File: config.mk
export PLATFORM = sky130hd
export DESIGN_NAME = if_fetch_unit
export DESIGN_NICKNAME = d
export VERILOG_FILES = /design/src/rtl/if_fetch_unit.sv
export SDC_FILE = /design/constraint.sdc
export NUM_CORES = 1
export LEC_CHECK = 0
export CAP_MARGIN = 20
export CORE_AREA = 2 2 239 241
export CTS_CLUSTER_DIAMETER = 40
export DETAILED_ROUTE_END_ITERATION = 7
export DIE_AREA = 0 0 241 243
export PLACE_DENSITY = 0.59
export SKIP_CTS_REPAIR_TIMING = 1
export SLEW_MARGIN = 25
export SYNTH_ARGS = -nofsm -noshare
export SYNTH_HDL_FRONTEND = slang
export SYNTH_SLANG_ARGS = --single-unit
export TNS_END_PERCENT = 10
File: constraint.sdc
create_clock -name clk -period 4.7 [get_ports clk]
set_clock_uncertainty 0.05 [all_clocks]
set_input_delay 0.94 -clock clk [delete_from_list [all_inputs] [get_ports clk]]
set_output_delay 0.94 -clock clk [all_outputs]
set_load 0.005 [all_outputs]
File: src/rtl/if_fetch_unit.sv
// ----------------------------------------------------------------------------
// if_fetch_unit
//   Instruction-fetch stage. Owns the PC, issues one-cycle-latency
//   instruction-memory reads and buffers the returned {instr, pc} pairs in a
//   QDEPTH-entry FIFO. The FIFO head is presented to the decode stage with a
//   valid/ready handshake. A branch redirect from decode flushes every
//   wrong-path fetch and restarts fetching at the branch target.
//
//   Optional feature macro: IF_PERF_CNT_EN
//     defined   -> saturating 32-bit redirect and stall counters
//     undefined -> flush_cnt and stall_cnt are tied to zero, with no flops
// ----------------------------------------------------------------------------
module if_fetch_unit #(
    parameter int          QDEPTH   = 4,      // power of two, >= 2
    parameter logic [63:0] RESET_PC = 64'd0
) (
    input  logic        clk,
    input  logic        reset_n,
    // instruction memory
    output logic        imem_req,
    output logic [63:0] imem_addr,
    input  logic [31:0] imem_rdata,
    // redirect from decode
    input  logic        br_taken,
    input  logic [63:0] br_target,
    // handshake to decode
    input  logic        id_ready,
    output logic        if_valid,
    output logic [31:0] if_instr,
    output logic [63:0] if_pc,
    // performance counters
    output logic [31:0] flush_cnt,
    output logic [31:0] stall_cnt
);

    localparam int PW = $clog2(QDEPTH);   // pointer width
    localparam int CW = PW + 1;           // occupancy width, holds 0..QDEPTH

    // ------------------------------------------------------------------
    // State
    // ------------------------------------------------------------------
    logic [63:0]    r_pc;
    logic [63:0]    r_pc_inflight;
    logic           r_inflight;
    logic [CW-1:0]  r_count;
    logic [PW-1:0]  r_head;
    logic [PW-1:0]  r_tail;

    logic [31:0]    r_q_instr [QDEPTH];
    logic [63:0]    r_q_pc    [QDEPTH];

    // ------------------------------------------------------------------
    // Control decode
    // ------------------------------------------------------------------
    logic [CW:0]    w_occupancy;
    logic           w_issue;
    logic           w_push;
    logic           w_pop;
    logic           w_valid;

    // The queue plus the outstanding read must never exceed QDEPTH. Counting the
    // in-flight slot as a credit means a response always has room when it arrives.
    assign w_occupancy = {1'b0, r_count} + {{CW{1'b0}}, r_inflight};

    // The reset_n term forces imem_req low while reset is held.
    // A redirect in the current cycle suppresses the wrong-path fetch.
    assign w_issue     = reset_n && !br_taken && (w_occupancy < (CW+1)'(QDEPTH));

    assign w_valid     = (r_count != '0);

    // A redirect cancels both the response arriving this cycle and any pop.
    assign w_push      = r_inflight && !br_taken;
    assign w_pop       = w_valid && id_ready && !br_taken;

    assign imem_req    = w_issue;
    assign imem_addr   = r_pc;

    assign if_valid    = w_valid;
    assign if_instr    = w_valid ? r_q_instr[r_head] : 32'd0;
    assign if_pc       = w_valid ? r_q_pc[r_head]    : 64'd0;

    // ------------------------------------------------------------------
    // PC and in-flight request tracking
    // ------------------------------------------------------------------
    // Advance the PC on each issue and load the target on a redirect.
    // NOTE: sequential state uses non-blocking (<=) assignments so that every
    // flop samples values from before the edge, whatever the block order.
    always_ff @(posedge clk or negedge reset_n) begin
        if (!reset_n) begin
            r_pc          <= RESET_PC;
            r_pc_inflight <= 64'd0;
            r_inflight    <= 1'b0;
        end else begin
            if (br_taken) begin
                r_pc <= br_target;
            end else if (w_issue) begin
                r_pc <= r_pc + 64'd4;       // wraps modulo 2^64
            end

            if (w_issue) begin
                r_pc_inflight <= r_pc;
            end

            // w_issue is already low during a redirect, so a flush clears this.
            r_inflight <= w_issue;
        end
    end

    // ------------------------------------------------------------------
    // Queue pointers and occupancy
    // ------------------------------------------------------------------
    // Move the FIFO pointers and the occupancy count; a redirect empties the queue.
    always_ff @(posedge clk or negedge reset_n) begin
        if (!reset_n) begin
            r_count <= '0;
            r_head  <= '0;
            r_tail  <= '0;
        end else if (br_taken) begin
            r_count <= '0;
            r_head  <= '0;
            r_tail  <= '0;
        end else begin
            if (w_push) begin
                r_tail <= r_tail + PW'(1);  // power-of-two depth wraps naturally
            end
            if (w_pop) begin
                r_head <= r_head + PW'(1);
            end
            if (w_push && !w_pop) begin
                r_count <= r_count + CW'(1);
            end else if (w_pop && !w_push) begin
                r_count <= r_count - CW'(1);
            end
        end
    end

    // ------------------------------------------------------------------
    // Queue storage
    // ------------------------------------------------------------------
    // Write each returning instruction and its PC into the tail slot.
    // NOTE: the storage array is deliberately left out of reset. Occupancy
    // lives in r_count, and the outputs are zeroed whenever the queue is
    // empty, so stale contents are never observable.
    always_ff @(posedge clk) begin
        if (w_push) begin
            r_q_instr[r_tail] <= imem_rdata;
            r_q_pc[r_tail]    <= r_pc_inflight;
        end
    end

    // ------------------------------------------------------------------
    // Performance counters
    // ------------------------------------------------------------------
`ifdef IF_PERF_CNT_EN
    logic [31:0] r_flush_cnt;
    logic [31:0] r_stall_cnt;

    // Count redirects and back-pressure cycles, saturating at all-ones.
    always_ff @(posedge clk or negedge reset_n) begin
        if (!reset_n) begin
            r_flush_cnt <= 32'd0;
            r_stall_cnt <= 32'd0;
        end else begin
            if (br_taken && (r_flush_cnt != 32'hFFFF_FFFF)) begin
                r_flush_cnt <= r_flush_cnt + 32'd1;
            end
            if (w_valid && !id_ready && (r_stall_cnt != 32'hFFFF_FFFF)) begin
                r_stall_cnt <= r_stall_cnt + 32'd1;
            end
        end
    end

    assign flush_cnt = r_flush_cnt;
    assign stall_cnt = r_stall_cnt;
`else
    assign flush_cnt = 32'd0;
    assign stall_cnt = 32'd0;
`endif

endmodule
==> Word-level counts from Yosys, hierarchy flattened <==
Memories as Yosys holds them, arrays and structs flattened.
Index checks and enable logic that the tools add are counted.
{ "word_totals": {"regBits": 136, "ramBits": 384, "output_inout_bits": 226, "word_cells": 43, "memories": 2} }
{ "memory_table": {"columns": ["memory", "words", "width", "read_ports", "rd_clocked_by_memory_dff", "write_ports", "line_no", "source"], "rows": [
  ["r_q_pc", 4, 64, 1, 0, 1, "50", "logic [63:0] r_q_pc [QDEPTH];"],
  ["r_q_instr", 4, 32, 1, 0, 1, "49", "logic [31:0] r_q_instr [QDEPTH];"]
]} }
{ "classes": {"addsub": 6, "order_cmp": 1, "n_mux": 13, "n_reduce_logical": 15} }
{ "ops": {"columns": ["operator", "n"], "rows": [
  ["2-to-1 mux 64 bit", 3],
  ["adder 64 x 3 -> 64 bit (second input constant)", 1],
  ["2-to-1 mux 32 bit", 1],
  ["2-to-1 mux 3 bit", 3],
  ["2-to-1 mux 2 bit", 4],
  ["logical AND 1 bit", 7],
  ["nonzero test 2 bit", 3],
  ["nonzero test 3 bit", 2],
  ["adder 2 x 1 -> 2 bit (second input constant)", 2],
  ["adder 3 x 1 -> 4 bit", 1],
  ["< comparator 4 x 3 -> 1 bit (second input constant)", 1],
  ["adder 3 x 1 -> 3 bit (second input constant)", 1],
  ["zero test 1 bit", 3],
  ["subtractor 3 x 1 -> 3 bit (second input constant)", 1],
  ["2-to-1 mux 1 bit", 2]
]} }

==> Longest topological paths before layout <==
Gate-level depths: netlist of run 1.
{ "depth": {"ltp_word": 7, "depth_mapped": 10, "depth_no_buf": 8} }

==> Worst setup path before layout of run 1 <==
OpenSTA, ideal clock, no wires.
{ "synth_path": {"path_type": "in2reg", "from": "input port br_taken", "to": "memory r_q_instr[0][0], enable pin", "setup_time_ns": 0.466, "arrival_time_ns": 3.737, "t_required_ns": 4.184, "setup_slack_ns": 0.447, "path_stages": 4, "cell_sequence": "buf_2 -> clkbuf_1 -> nor2b_1 -> and2_1"} }
{ "synth_via": {"elab_chain_cells": 4} }
{ "synth_lines": {"columns": ["item", "line_no", "source"], "rows": [
  ["start: declaration", "24", "input logic br_taken,"],
  ["zero test 1 bit", "72", "assign w_push = r_inflight && !br_taken;"],
  ["logical AND 1 bit", "72", null],
  ["2-to-1 mux 1 bit", "145", "if (w_push) begin"],
  ["2-to-1 mux 1 bit (not written as such)", "146", "r_q_instr[r_tail] <= imem_rdata;"],
  ["end: declaration", "49", null]
]} }
Every way passes these cells.

==> Worst setup path in the final report of run 1 <==
{ "layout_path": {"from": "register r_count[2]", "to": "output port if_pc[8]"} }
{ "layout_via": {"elab_chain_cells": 2} }
{ "layout_lines": {"columns": ["item", "line_no", "source"], "rows": [
  ["start: declaration", "45", "logic [CW-1:0] r_count;"],
  ["start signal: assignment", "130", "r_count <= r_count + CW'(1);"],
  ["start signal: assignment", "132", "r_count <= r_count - CW'(1);"],
  ["nonzero test 3 bit", "69", "assign w_valid = (r_count != '0);"],
  ["2-to-1 mux 64 bit", "80", "assign if_pc = w_valid ? r_q_pc[r_head] : 64'd0;"],
  ["end: declaration", "30", "output logic [63:0] if_pc,"]
]} }
Every way passes these cells.

==> impl_metrics.tcl, run 1 <==
set metrics [dict create \
    run_status "finished, final reports clean" \
    grt_pass1_vias 14100 \
    num_vias 13900 \
    ys_async_sr_fraction_pct 26.2 \
    synth-edff-count 384 \
    grt_overflow 0 \
    yosysWarnings 0 \
    path_cells "or3_4 -> buf_4 -> and2_1 -> clkdlybuf4s50_1" \
    startpoint_type "register" \
    nets 1912 \
    end_kind "output port" \
    fmax_mhz 252 \
    drc 0 \
    maxCapViolCount 0 \
    startpoint "r_count[2]" \
    grt_max_degree 119 \
    die_y_um 243 \
    slowest_delay_ps 760 \
    synth_top_family_by_area "simple AND/OR/NAND/NOR gates" \
    layout-drive-gt1-share_pct 14.2 \
    cts_max_path_buffers 3 \
    tightestPinTransition_ps 896 \
    intPower_uw 11300 \
    slew_viol_final 0 \
    avgSynthCellArea_um2 14.4 \
    clk_pin_slew_ps 60 \
    finalHoldViolations 0 \
    synth_seq_cells 520 \
    rows 87 \
    place_ws_ps 1240 \
    setup_viol 0 \
    synthXorXnorAreaFrac_pct 0.197 \
    crit_path_max_fanout 79 \
    synthCells 1540 \
    yosys.cell_types.count 58 \
    required_ps 3710 \
    die_w_um 241 \
    dieArea_um2 58600 \
    final.setup.tns_ps 0 \
    routed_wl_um 58600 \
    arrival_ps 2980 \
    fin_crit_sh_pct 84.5 \
    drt_first_pass_iters 5 \
    clk-insertion-delay-late_ps 580 \
    r2r-start "imem_addr[15]" \
    antenna_found_initial 4 \
    cts_tree "done" \
    clock-sinks 520 \
    pwr-share-comb_pct 23.7 \
    syn2layout_area_growth_pct 26.0 \
    clockPowerShare_pct 36.3 \
    p_seq_share_pct 40.0 \
    ir_drop_mv 0.301 \
    max_slew_margin_pct 40.3 \
    io_buffers 261 \
    rsz0062_at_grt "false" \
    synth_compound_area_share_pct 3.76 \
    power.density_nw_per_um2 554 \
    globalplace.congestion 0.851 \
    yosys.area.top_type_share_pct 51.9 \
    synth_fa_ha_area_share_pct 0.371 \
    yosysTopAreaCell "edfxtp_1" \
    start_util_pct 39.7 \
    hold_class "input pin to async pin" \
    synth_area_um2 22200 \
    synth_mux_area_share_pct 10.4 \
    hpwl_um 37000 \
    root_buffer "clkbuf_16" \
    antenna_left 0 \
    cts_buffers 74 \
    cts.htree.levels 3 \
    grt_use_total_pct 20.1 \
    io_pins 326 \
    core_um2 56000 \
    drt_iter0_drc 1004 \
    setup_ws_ps 729 \
    fin_crit_ps 3970 \
    cp_slowest_cell "or3_4" \
    p_leak_uw 0.00992 \
    p_sw_uw 4260 \
    synthTopCellsByArea "edfxtp_1 (52%), dfrtp_1 (15%), mux4_2 (9.7%)" \
    yosysSeqAreaShare_pct 67.2 \
    crit_type "register to output port" \
    switching_share_pct 27.5 \
    synthSimpleGateAreaFrac_pct 13.9 \
    wl_per_cell_um 22.3 \
    synth-main-ff-cell "edfxtp_1" \
    grt_first_pass_wirelength_um 87500 \
    vias_per_cell 5.30 \
]
[cells by family after synthesis]
family | count (synthesis)
xor+xnor | 5
flops | 520
other cells | 1
simple gates | 602
buf+inv | 171
fa+ha+maj | 6
compound gates | 124
mux | 111
[cell type report]
class / instances / area, um2
multi-input combinational: 912 / 6640
inverter: 17 / 66.3
clock buffer: 92 / 1990
antenna: 3 / 7.51
sequential: 520 / 14900
tap: 756 / 946
fill: 4825 / 27900
timing repair buffer: 281 / 2870
clock inverter: 44 / 551
[per-layer routing]
metal,share of wire (%),vias up,track usage [%]
met5,0.020,-,0
met4,2.5,2,7.14
met2,48,533,32.3
li1,-,6229,-
met1,42,7052,27.2
met3,6.6,99,4.20
[cells in the mapped netlist (3+ instances only)]
cell / n
o311ai_0: 9
mux2_2: 4
nand4_1: 41
a21oi_1: 18
o21bai_1: 9
mux2i_1: 11
nand2_1: 250
mux4_2: 96
inv_1: 17
nor4_1: 21
or3_1: 13
nand2b_1: 9
edfxtp_1: 384
and2_1: 104
a221o_1: 11
xnor2_1: 3
or2_2: 4
nand3b_1: 3
nor2_1: 38
buf_1: 7
o211ai_1: 10
nor3_1: 16
nor3b_1: 10
nor4_4: 3
or4_1: 12
dfrtp_1: 136
o31a_1: 3
ha_1: 5
buf_2: 26
a31oi_1: 4
nand3_1: 54
nor2b_1: 10
clkbuf_1: 54
a22oi_1: 12
o21ai_0: 38
buf_4: 65
[flip-flops by register name, summed over array words and instances (netlist names)]
register / cells
imem_addr: 64
r_count: 3
r_head: 2
r_inflight: 1
r_pc_inflight: 64
r_q_instr: 128
r_q_pc: 256
r_tail: 2
[power by group through the flow]
stage	registers (uW)	logic, uW	clock network (uW)
after floorplan	6000	2010	0
after global placement	6260	3750	0
after detailed placement	6300	3760	0
after CTS	6210	3780	5760
after global routing	6290	4000	5970
final	6200	3680	5640
[worst max-delay path: cells and delay by family (launching register included)]
family	cells	cell delay, ps
buf+inv	2	910
flops	1	470
simple gates	2	980
[layout by cell type, fill, tap and decap left out, types with 6 or more instances in the layout]
| cell type | instances |
|---|---|
| edfxtp_1 | 384 |
| clkdlybuf4s50_1 | 259 |
| nand2_1 | 250 |
| dfrtp_1 | 134 |
| and2_1 | 100 |
| mux4_2 | 96 |
| clkbuf_16 | 77 |
| conb_1 | 64 |
| nand3_1 | 53 |
| nand4_1 | 41 |
| o21ai_0 | 38 |
| nor2_1 | 37 |
| nor4_1 | 21 |
| a21oi_1 | 18 |
| inv_1 | 16 |
| nor3_1 | 16 |
| clkbuf_1 | 14 |
| or4_1 | 12 |
| a22oi_1 | 12 |
| or3_1 | 12 |
| buf_4 | 12 |
| mux2i_1 | 11 |
| a221o_1 | 11 |
| nor2b_1 | 10 |
| nor3b_1 | 10 |
| o211ai_1 | 10 |
| nand2b_1 | 9 |
| o21bai_1 | 9 |
| o311ai_0 | 9 |
| bufinv_16 | 9 |
| buf_12 | 9 |
| inv_8 | 8 |
| clkinvlp_4 | 7 |
| clkinv_2 | 6 |
| inv_6 | 6 |
[per-stage QoR]
step	util, %	hold slack (ps)	power, uW	instance area [um2]	instances
after floorplan	-	426	8010	22500	1603
after global placement	45.5	436	10000	25500	2486
after detailed placement	45.5	448	10100	25500	2486
after CTS	50.1	189	15800	28000	2622
after global routing	50.1	214	16300	28000	2624
final	50.1	203	15500	28000	2625
[final timing paths]
path | cells after the start | to | slack, ps
worst min-delay path | 1 | r_pc_inflight[29] | 200
worst min register to register | 0 | r_q_pc[2][2] | 450
max in group asynchronous | 2 | r_head[1] | 3230
worst max-delay path | 4 | if_pc[8] | 730
min in group clk | 0 | r_q_pc[2][2] | 450
worst max register to register | 5 | imem_addr[48] | 1790
(Power assumes the default switching activity.)
==> run 2: changes to the inputs <==
--- a/config.mk
+++ b/config.mk
@@ -10,7 +10,7 @@
 export CTS_CLUSTER_DIAMETER = 40
 export DETAILED_ROUTE_END_ITERATION = 7
 export DIE_AREA = 0 0 241 243
-export PLACE_DENSITY = 0.59
+export PLACE_DENSITY = 0.61
 export SKIP_CTS_REPAIR_TIMING = 1
 export SLEW_MARGIN = 25
 export SYNTH_ARGS = -nofsm -noshare
==> constraint.sdc (replaced) <==
create_clock -name clk -period 3.3 [get_ports clk]
set_clock_uncertainty 0.05 [all_clocks]
set_input_delay 0.66 -clock clk [delete_from_list [all_inputs] [get_ports clk]]
set_output_delay 0.66 -clock clk [all_outputs]
set_load 0.005 [all_outputs]
==> impl_metrics.tcl, run 2 (same netlist as run 1, synthesis figures left out) <==
set metrics [dict create \
    die_y_um 243 \
    fin_crit_ps 3250 \
    ir_drop_mv 0.433 \
    vias_per_cell 5.27 \
    rr_worst_depth 5 \
    maxCapViolCount 0 \
    num_vias 14100 \
    total_power_uw 23300 \
    clk_pin_slew_ps 60 \
    rsz0062_at_grt "true" \
    max_slew_margin_pct 36.3 \
    tightestPinTransition_ps 955 \
    io_pins 326 \
    crit_top_cell "buf_12" \
    setup_viol 0 \
    power.density_nw_per_um2 803 \
    grt_pass1_vias 14100 \
    core_um2 56000 \
    io_buffers 261 \
    layout-drive-gt1-share_pct 17.0 \
    cts_buffers 82 \
    end_kind "output port" \
    largest_register_ffs 256 \
    hpwl_um 39000 \
    crit_path_max_fanout 11 \
    regMostFlops "r_q_pc" \
    intPower_uw 16700 \
    cts_max_path_buffers 3 \
    startpoint_type "register" \
    fin_crit_sh_pct 98.6 \
    drt_first_pass_iters 5 \
    antenna_found_initial 3 \
    top_regs "r_q_pc (256), r_q_instr (128)" \
    cts_tree "done" \
    hold_class "input pin to async pin" \
    drt_iter0_drc 1126 \
    clock-sinks 520 \
    slowest_delay_ps 530 \
    arrival_ps 2540 \
    antenna_left 0 \
    crit_type "register to output port" \
    cp_slowest_cell "mux4_2" \
    p_leak_uw 0.0112 \
    globalplace.congestion 0.877 \
    start_util_pct 39.7 \
    stdcell_count 2677 \
    run_status "finished, final reports clean" \
    path_cells "buf_12 -> buf_12 -> mux4_2 -> and2_1 -> clkdlybuf4s50_1" \
    p_sw_uw 6610 \
    root_buffer "clkbuf_16" \
    finalHoldViolations 0 \
    slew_viol_final 0 \
    switching_share_pct 28.4 \
    cts.htree.levels 3 \
    grt_first_pass_wirelength_um 89200 \
    fmax_mhz 307 \
    pwr-share-comb_pct 24.7 \
    dieArea_um2 58600 \
    nFillCells 4742 \
    final_common_cell "edfxtp_1" \
    grt_max_degree 119 \
    dp_cells 2509 \
    grt_use_total_pct 20.4 \
    drc 0 \
    clk-insertion-delay-late_ps 600 \
    nets 1958 \
    die_w_um 241 \
    required_ps 2590 \
    routed_wl_um 61500 \
    rows 87 \
    syn2layout_area_growth_pct 30.3 \
    p_seq_share_pct 37.8 \
    final_cell_mix "edfxtp_1 (384), nand2_1 (250), clkdlybuf4s50_1 (193), dfrtp_1 (133), and2_1 (98)" \
    final.setup.tns_ps 0 \
    grt_overflow 0 \
    fin_util_pct 51.8 \
    clockPowerShare_pct 37.5 \
    wl_per_cell_um 23.0 \
]
## run 2: cell types whose count changed in the layout (fill, tap and decap cells not counted), sizes merged
cell           before  now
bufinv              9    8
buf                22   54
diode               3    2
clkinvlp            7   13
clkdlybuf4s50     259  193
clkbuf             92   95
inv                31   36
dlymetal6s2s        0   66
or3                13   15
clkinv             14   20
## run 2: area by class of cell
cell class | count | area, um2 | share of cell area [%]
Sequential cell | 520 | 14900 | 51.6
Multi-Input combinational cell | 914 | 6670 | 23.0
Timing Repair Buffer | 317 | 3500 | 12.1
Clock buffer | 91 | 2160 | 7.46
Tap cell | 756 | 946 | 3.27
Clock inverter | 60 | 672 | 2.32
Inverter | 17 | 66.3 | 0.229
Antenna cell | 2 | 5.00 | 0.0173
## run 2: through the flow
| stage | area, um2 | hold WS, ps | setup WS (ps) |
|---|---|---|---|
| floorplan | 22500 | 314 | -672 |
| global route | 29000 | 187 | -52.0 |
| CTS | 28500 | 153 | -115 |
| detailed placement | 25700 | 454 | 526 |
| global placement | 25700 | 437 | 536 |
| finish | 29000 | 159 | 46.7 |
## run 2: path summary, 6_finish.rpt
| check | startpoint | to | slack (ps) |
|---|---|---|---|
| worst max register to register | imem_addr[29] | imem_addr[47] | 530 |
| min in group clk | br_taken | imem_addr[2] | 310 |
| max in group asynchronous | reset_n | r_head[0] | 1850 |
| worst min-delay path | reset_n | r_pc_inflight[29] | 160 |
| worst min register to register | r_pc_inflight[1] | r_q_pc[0][1] | 460 |
| worst max-delay path | r_head[0] | if_pc[58] | 50 |
## run 2: metal layers
metal	up-vias	GRT usage [%]	routed length (um)
met5	-	0	23
met4	4	5.63	1250
met3	100	5.02	3990
met2	489	32.4	29700
met1	7190	28.0	26600
li1	6333	-	-
## run 2: worst max-delay path, delay by kind of cell (launching register included)
family / cells / cell delay [ps]
buffers and inverters: 3 / 810
multiplexers: 1 / 530
flip-flops: 1 / 440
AND/OR/NAND/NOR: 1 / 170
## run 2: power by group through the flow
stage | registers, uW | clock network [uW] | logic, uW
2_1_floorplan | 8530 | 0 | 2870
3_3_place_gp | 8850 | 0 | 5560
3_5_place_dp | 8910 | 0 | 5570
4_1_cts | 8790 | 8870 | 5600
5_1_grt | 8900 | 9150 | 6240
6_report | 8800 | 8720 | 5740
==> patch 1 (settings of run 1) <==
Add a define of `IF_PERF_CNT_EN`.
--- a/src/rtl/if_fetch_unit.sv
+++ b/src/rtl/if_fetch_unit.sv
@@ -10,6 +10,8 @@
 //     defined   -> saturating 32-bit redirect and stall counters
 //     undefined -> flush_cnt and stall_cnt are tied to zero, with no flops
 // ----------------------------------------------------------------------------
+`define IF_PERF_CNT_EN
+
 module if_fetch_unit #(
     parameter int          QDEPTH   = 4,      // power of two, >= 2
     parameter logic [63:0] RESET_PC = 64'd0
Behaviour: not the same (Yosys sat finds a counterexample within 4 cycles, from zero or initial values and one cycle with reset_n low).
==> patch 1 against run 1 <==
  * Wire length is 9.7% higher
  * Area after synthesis rose by 9.5%
  * Non-clock buffer count is 68 higher
  * Core utilization increased by 6.5 points
  * Final area rose by 13%
  * Total power grew 11%
  * Worst setup slack lost 80 ps
  * Sequential cell count up 64
  * Global-route usage rose by 2.3 points
  * Count of clock-buffer cells in the layout rose by 4
==> patch 1: results (changes against run 1) <==
| Metric | Value |
|---|---|
| Run status | `completed` |
| Clk_lat worst skew | `630 ps (+50 ps)` |
| Synth cell types | `56 (-3.4%)` |
| Pin count of the biggest net entering global routing | `102 (-14%)` |
| Tmin final | `4050 ps (+80.0 ps)` |
| Initial antenna violation count | `14 (+10)` |
| Setup crit start | `r_count[1]` |
| Share of cells above drive strength 1 | `14.3% (+0.051 points)` |
| Worst hold path class | `input port to asynchronous set/reset pin` |
| Top-area cell type share of the netlist area | `47.4% (-4.5 points)` |
| Global placement routability congestion | `0.830 (-2.4%)` |
| Commonest cells post-synth | `edfxtp_1, nand2_1, dfrtp_1, and2_1, mux4_2` |
| Top cells by area, synth | `edfxtp_1, dfrtp_1, mux4_2` |
| R2R depth | `5 (unchanged)` |
| Launch point of the worst reg-to-reg path | `imem_addr[8]` |
| GR Util All Layers | `22.4% (+2.3 points)` |
| Htree depth | `3 (unchanged)` |
| Initial drt markers | `939 (-6.5%)` |
| Reg-to-Reg End | `imem_addr[57]` |
| Static leakage | `11.4 nW (+15%)` |
| Via count | `15,626 (+12%)` |
| Post-synth EDFFs | `384 (unchanged)` |
| Main synth FF type | `edfxtp_1` |
| 1st-pass router iterations | `5 (unchanged)` |
| Clock-pin transition on the worst setup and hold timing paths | `50 ps` |
| Slew Limit Fails | `0 (unchanged)` |
| Longest Clk Path Bufs | `3 (unchanged)` |
| Largest regs | `r_q_pc x256, r_q_instr x128` |
| Reg-to-reg slack, setup | `1160 ps (-630 ps)` |
| Wirelength, routed | `64,300 um (+9.7%)` |
| Worst-margin pin slew | `1020 ps (+124 ps)` |
| Fraction of registers with async set or reset after synthesis | `34.2% (+8.1 points)` |
| Port bufs | `325 (+25%)` |
| Crit path capture | `if_pc[33]` |
| Syn Nets | `about 1,800` |
| Final HPWL DP | `40,700 um (+10%)` |
| # nets final | `2,163 (+13%)` |
| Ys Warns | `0 (unchanged)` |
| CP Max Fanout | `101 (+28%)` |
| Root buf cell | `clkbuf_16` |
| VDD IR max | `316 uV (+5.1%)` |
| First-pass GRT wire length | `98,500 um (+12%)` |
| Critical Path AT | `3060 ps (+80 ps)` |
| CTS buffer count | `91 (+23%)` |
| Setup Slack @ Placement | `880 ps (-356 ps)` |
| Sequential share of the synthesized area | `67.9% (+0.76 points)` |
patch 1: layout make-up:
type | count | area (um2)
sequential | 584 | 16500
inverter | 16 | 61.3
tap | 756 | 946
clock inverter | 75 | 763
multi-input combinational | 1013 | 7440
fill | 4546 | 24300
antenna | 2 | 5.00
clock buffer | 96 | 2340
timing repair buffer | 349 | 3540
patch 1: where the power goes:
part / switching, mW / internal (mW) / leakage [nW]
Sequential: 0.575 / 6.16 / 6.01
Clock: 2.58 / 4.14 / 1.50
Combinational: 1.62 / 2.16 / 3.89
Total: 4.77 / 12.5 / 11.4
patch 1: per-stage QoR:
stage,area [um2],instances
2_1_floorplan,24300,1696
3_3_place_gp,28500,2718
3_5_place_dp,28500,2718
4_1_cts,31600,2889
5_1_grt,31600,2889
6_report,31600,2891
patch 1: worst min-delay path by stage:
stage                         end  slack [ps]
floorplan            r_q_pc[0][0]         430
global placement     r_q_pc[3][4]         440
detailed placement  stall_cnt[27]         440
CTS                 stall_cnt[17]         140
global route        stall_cnt[15]         170
finish              stall_cnt[17]         170
patch 1: cell families after synthesis:
kind of cell / after synthesis / synth area share, %
AO/OA/AOI/OAI: 95 / 2.47
XOR/XNOR: 94 / 3.38
adder cells (fa/ha/maj): 8 / 0.442
buffers and inverters: 99 / 1.61
flip-flops: 584 / 67.9
multiplexers: 107 / 9.37
AND/OR/NAND/NOR: 709 / 14.8
patch 1: worst max-delay path, cell delays in order (launching register included):
cell	delay, ps
dfrtp_1	420
nor3_1	780
clkinv_2	170
buf_12	280
and2_1	220
clkdlybuf4s50_1	490
patch 1: metal layers:
metal	up-vias	wire, um	GRT usage (%)
li1	7104	-	-
met1	7894	27100	29.6
met2	474	30700	35.5
met3	132	4830	7.06
met4	22	1560	6.75
met5	-	138	0
==> patch 2 (settings of run 1) <==
Made on the original files. Add an input register stage for `br_target`; this delays it by one clock. The other inputs are not delayed to match.
--- a/src/rtl/if_fetch_unit.sv
+++ b/src/rtl/if_fetch_unit.sv
@@ -35,6 +35,12 @@
 
     localparam int PW = $clog2(QDEPTH);   // pointer width
     localparam int CW = PW + 1;           // occupancy width, holds 0..QDEPTH
+
+    logic [63:0] br_target_q;
+
+    always_ff @(posedge clk) begin
+        br_target_q <= br_target;
+    end
 
     // ------------------------------------------------------------------
     // State
@@ -92,7 +98,7 @@
             r_inflight    <= 1'b0;
         end else begin
             if (br_taken) begin
-                r_pc <= br_target;
+                r_pc <= br_target_q;
             end else if (w_issue) begin
                 r_pc <= r_pc + 64'd4;       // wraps modulo 2^64
             end
Formal check against the unedited RTL: not equivalent (a bounded check fails within 4 cycles, from zero or initial values and one cycle with reset_n low).
==> patch 2 against run 1 <==
  * Critical path depth unchanged
  * Highest routed layer is now met4
  * Global-route usage down 0.64 points
  * Non-clock buffer count up 5
  * Wire length down 4.1%
  * Area after synthesis rose by 3.3%
  * Final area grew 4.0%
  * Synthesized cell count is 1.9% lower
  * Core utilization grew 2.0 points
  * Total power is 5.7% higher
  * Largest power group unchanged
  * Sequential share of layout area up 2.4 points
  * Critical path type unchanged
  * Worst setup slack gained 51 ps
  * Sequential cell count is 64 higher
==> patch 2: results (changes against run 1) <==
| Metric | Value |
|---|---|
| Via density | `5.07 (-4.4%)` |
| Run status | `completed` |
| Fraction of registers with async set or reset after synthesis | `23.3% (-2.9 points)` |
| Commonest cells post-synth | `edfxtp_1, nand2_1, dfrtp_1, and2_1, mux4_2` |
| Met3 usage | `4.51% (+0.32 points)` |
| CP max stage delay | `670 ps (-90 ps)` |
| First-pass GRT wire length | `85,000 um (-2.9%)` |
| Vias in the first global route | `13,836 (-1.7%)` |
| GR Layer Usage met1 | `26.1% (-1.1 points)` |
| Critical Path AT | `2930 ps (-50 ps)` |
| # nets final | `1,916 (+0.21%)` |
| Sw power | `4.41 mW (+3.4%)` |
| Sequential share of the synthesized area | `70.6% (+3.5 points)` |
| VDD IR max | `364 uV (+21%)` |
| CTS buffer count | `81 (+9.5%)` |
| Pin count of the biggest net entering global routing | `86 (-28%)` |
| Top cells by area, synth | `edfxtp_1, dfrtp_1, mux4_2` |
| Reg-to-Reg End | `imem_addr[63]` |
| Setup crit start | `r_head[0]` |
| Worst path top cell family by delay | `buffers and inverters` |
| Slowest cell on crit path | `mux4_2` |
| Top-area cell type share of the netlist area | `50.2% (-1.6 points)` |
| Diode count | `0 (-3)` |
| Final HPWL DP | `35,100 um (-5.1%)` |
| Reg-to-reg slack, setup | `1860 ps (+70 ps)` |
| Worst-margin pin slew | `892 ps (-3.24 ps)` |
| Initial drt markers | `823 (-18%)` |
-- patch 2: area by class of cell --
| cell class | instances | area [um2] |
|---|---|---|
| multi-input combinational | 846 | 6200 |
| fill | 4711 | 26800 |
| clock buffer | 95 | 2190 |
| clock inverter | 57 | 652 |
| timing repair buffer | 286 | 2880 |
| tap | 756 | 946 |
| inverter | 11 | 41.3 |
| sequential | 584 | 16200 |
-- patch 2: kinds of logic after synthesis --
| family | count (synthesis) | share of synthesized area, % |
|---|---|---|
| flops | 584 | 70.6 |
| other cells | 1 | 0.0163 |
| buf+inv | 143 | 3.47 |
| simple gates | 543 | 12.0 |
| xor+xnor | 32 | 1.22 |
| fa+ha+maj | 6 | 0.360 |
| compound gates | 98 | 2.53 |
| mux | 103 | 9.74 |
-- patch 2: worst min path at each step --
stage                     from             to  slack [ps]
2_1_floorplan  br_target_q[28]  imem_addr[28]         360
3_3_place_gp   br_target_q[23]  imem_addr[23]         380
3_5_place_dp   br_target_q[10]  imem_addr[10]         390
4_1_cts                reset_n  imem_addr[45]          70
5_1_grt                reset_n  imem_addr[45]          90
6_report               reset_n  imem_addr[46]         100
-- patch 2: stage by stage --
stage | instance area [um2] | total power, mW | utilization (%) | std cells | setup WS (ps)
after global placement | 26200 | 10.2 | 46.9 | 2480 | 1370
final | 29100 | 16.4 | 52.1 | 2635 | 780
after CTS | 29100 | 16.6 | 52.0 | 2633 | 707
after floorplan | 23200 | 8.38 | - | 1573 | 611
after global routing | 29100 | 17.2 | 52.1 | 2635 | 595
after detailed placement | 26300 | 10.3 | 46.9 | 2481 | 1370
-- patch 2: per-layer routing --
metal  vias up  share of wire, %
met5         -                 0
met4         0               1.8
met3        69               6.4
met2       393                49
met1      6775                43
li1       6111                 -
-- patch 2: power by group through the flow --
stage | Sequential [mW] | Clock (mW) | Combinational [mW]
final | 6.59 | 6.25 | 3.57
after global routing | 6.66 | 6.61 | 3.91
after detailed placement | 6.69 | 0 | 3.63
after global placement | 6.64 | 0 | 3.59
after CTS | 6.59 | 6.40 | 3.64
after floorplan | 6.51 | 0 | 1.88
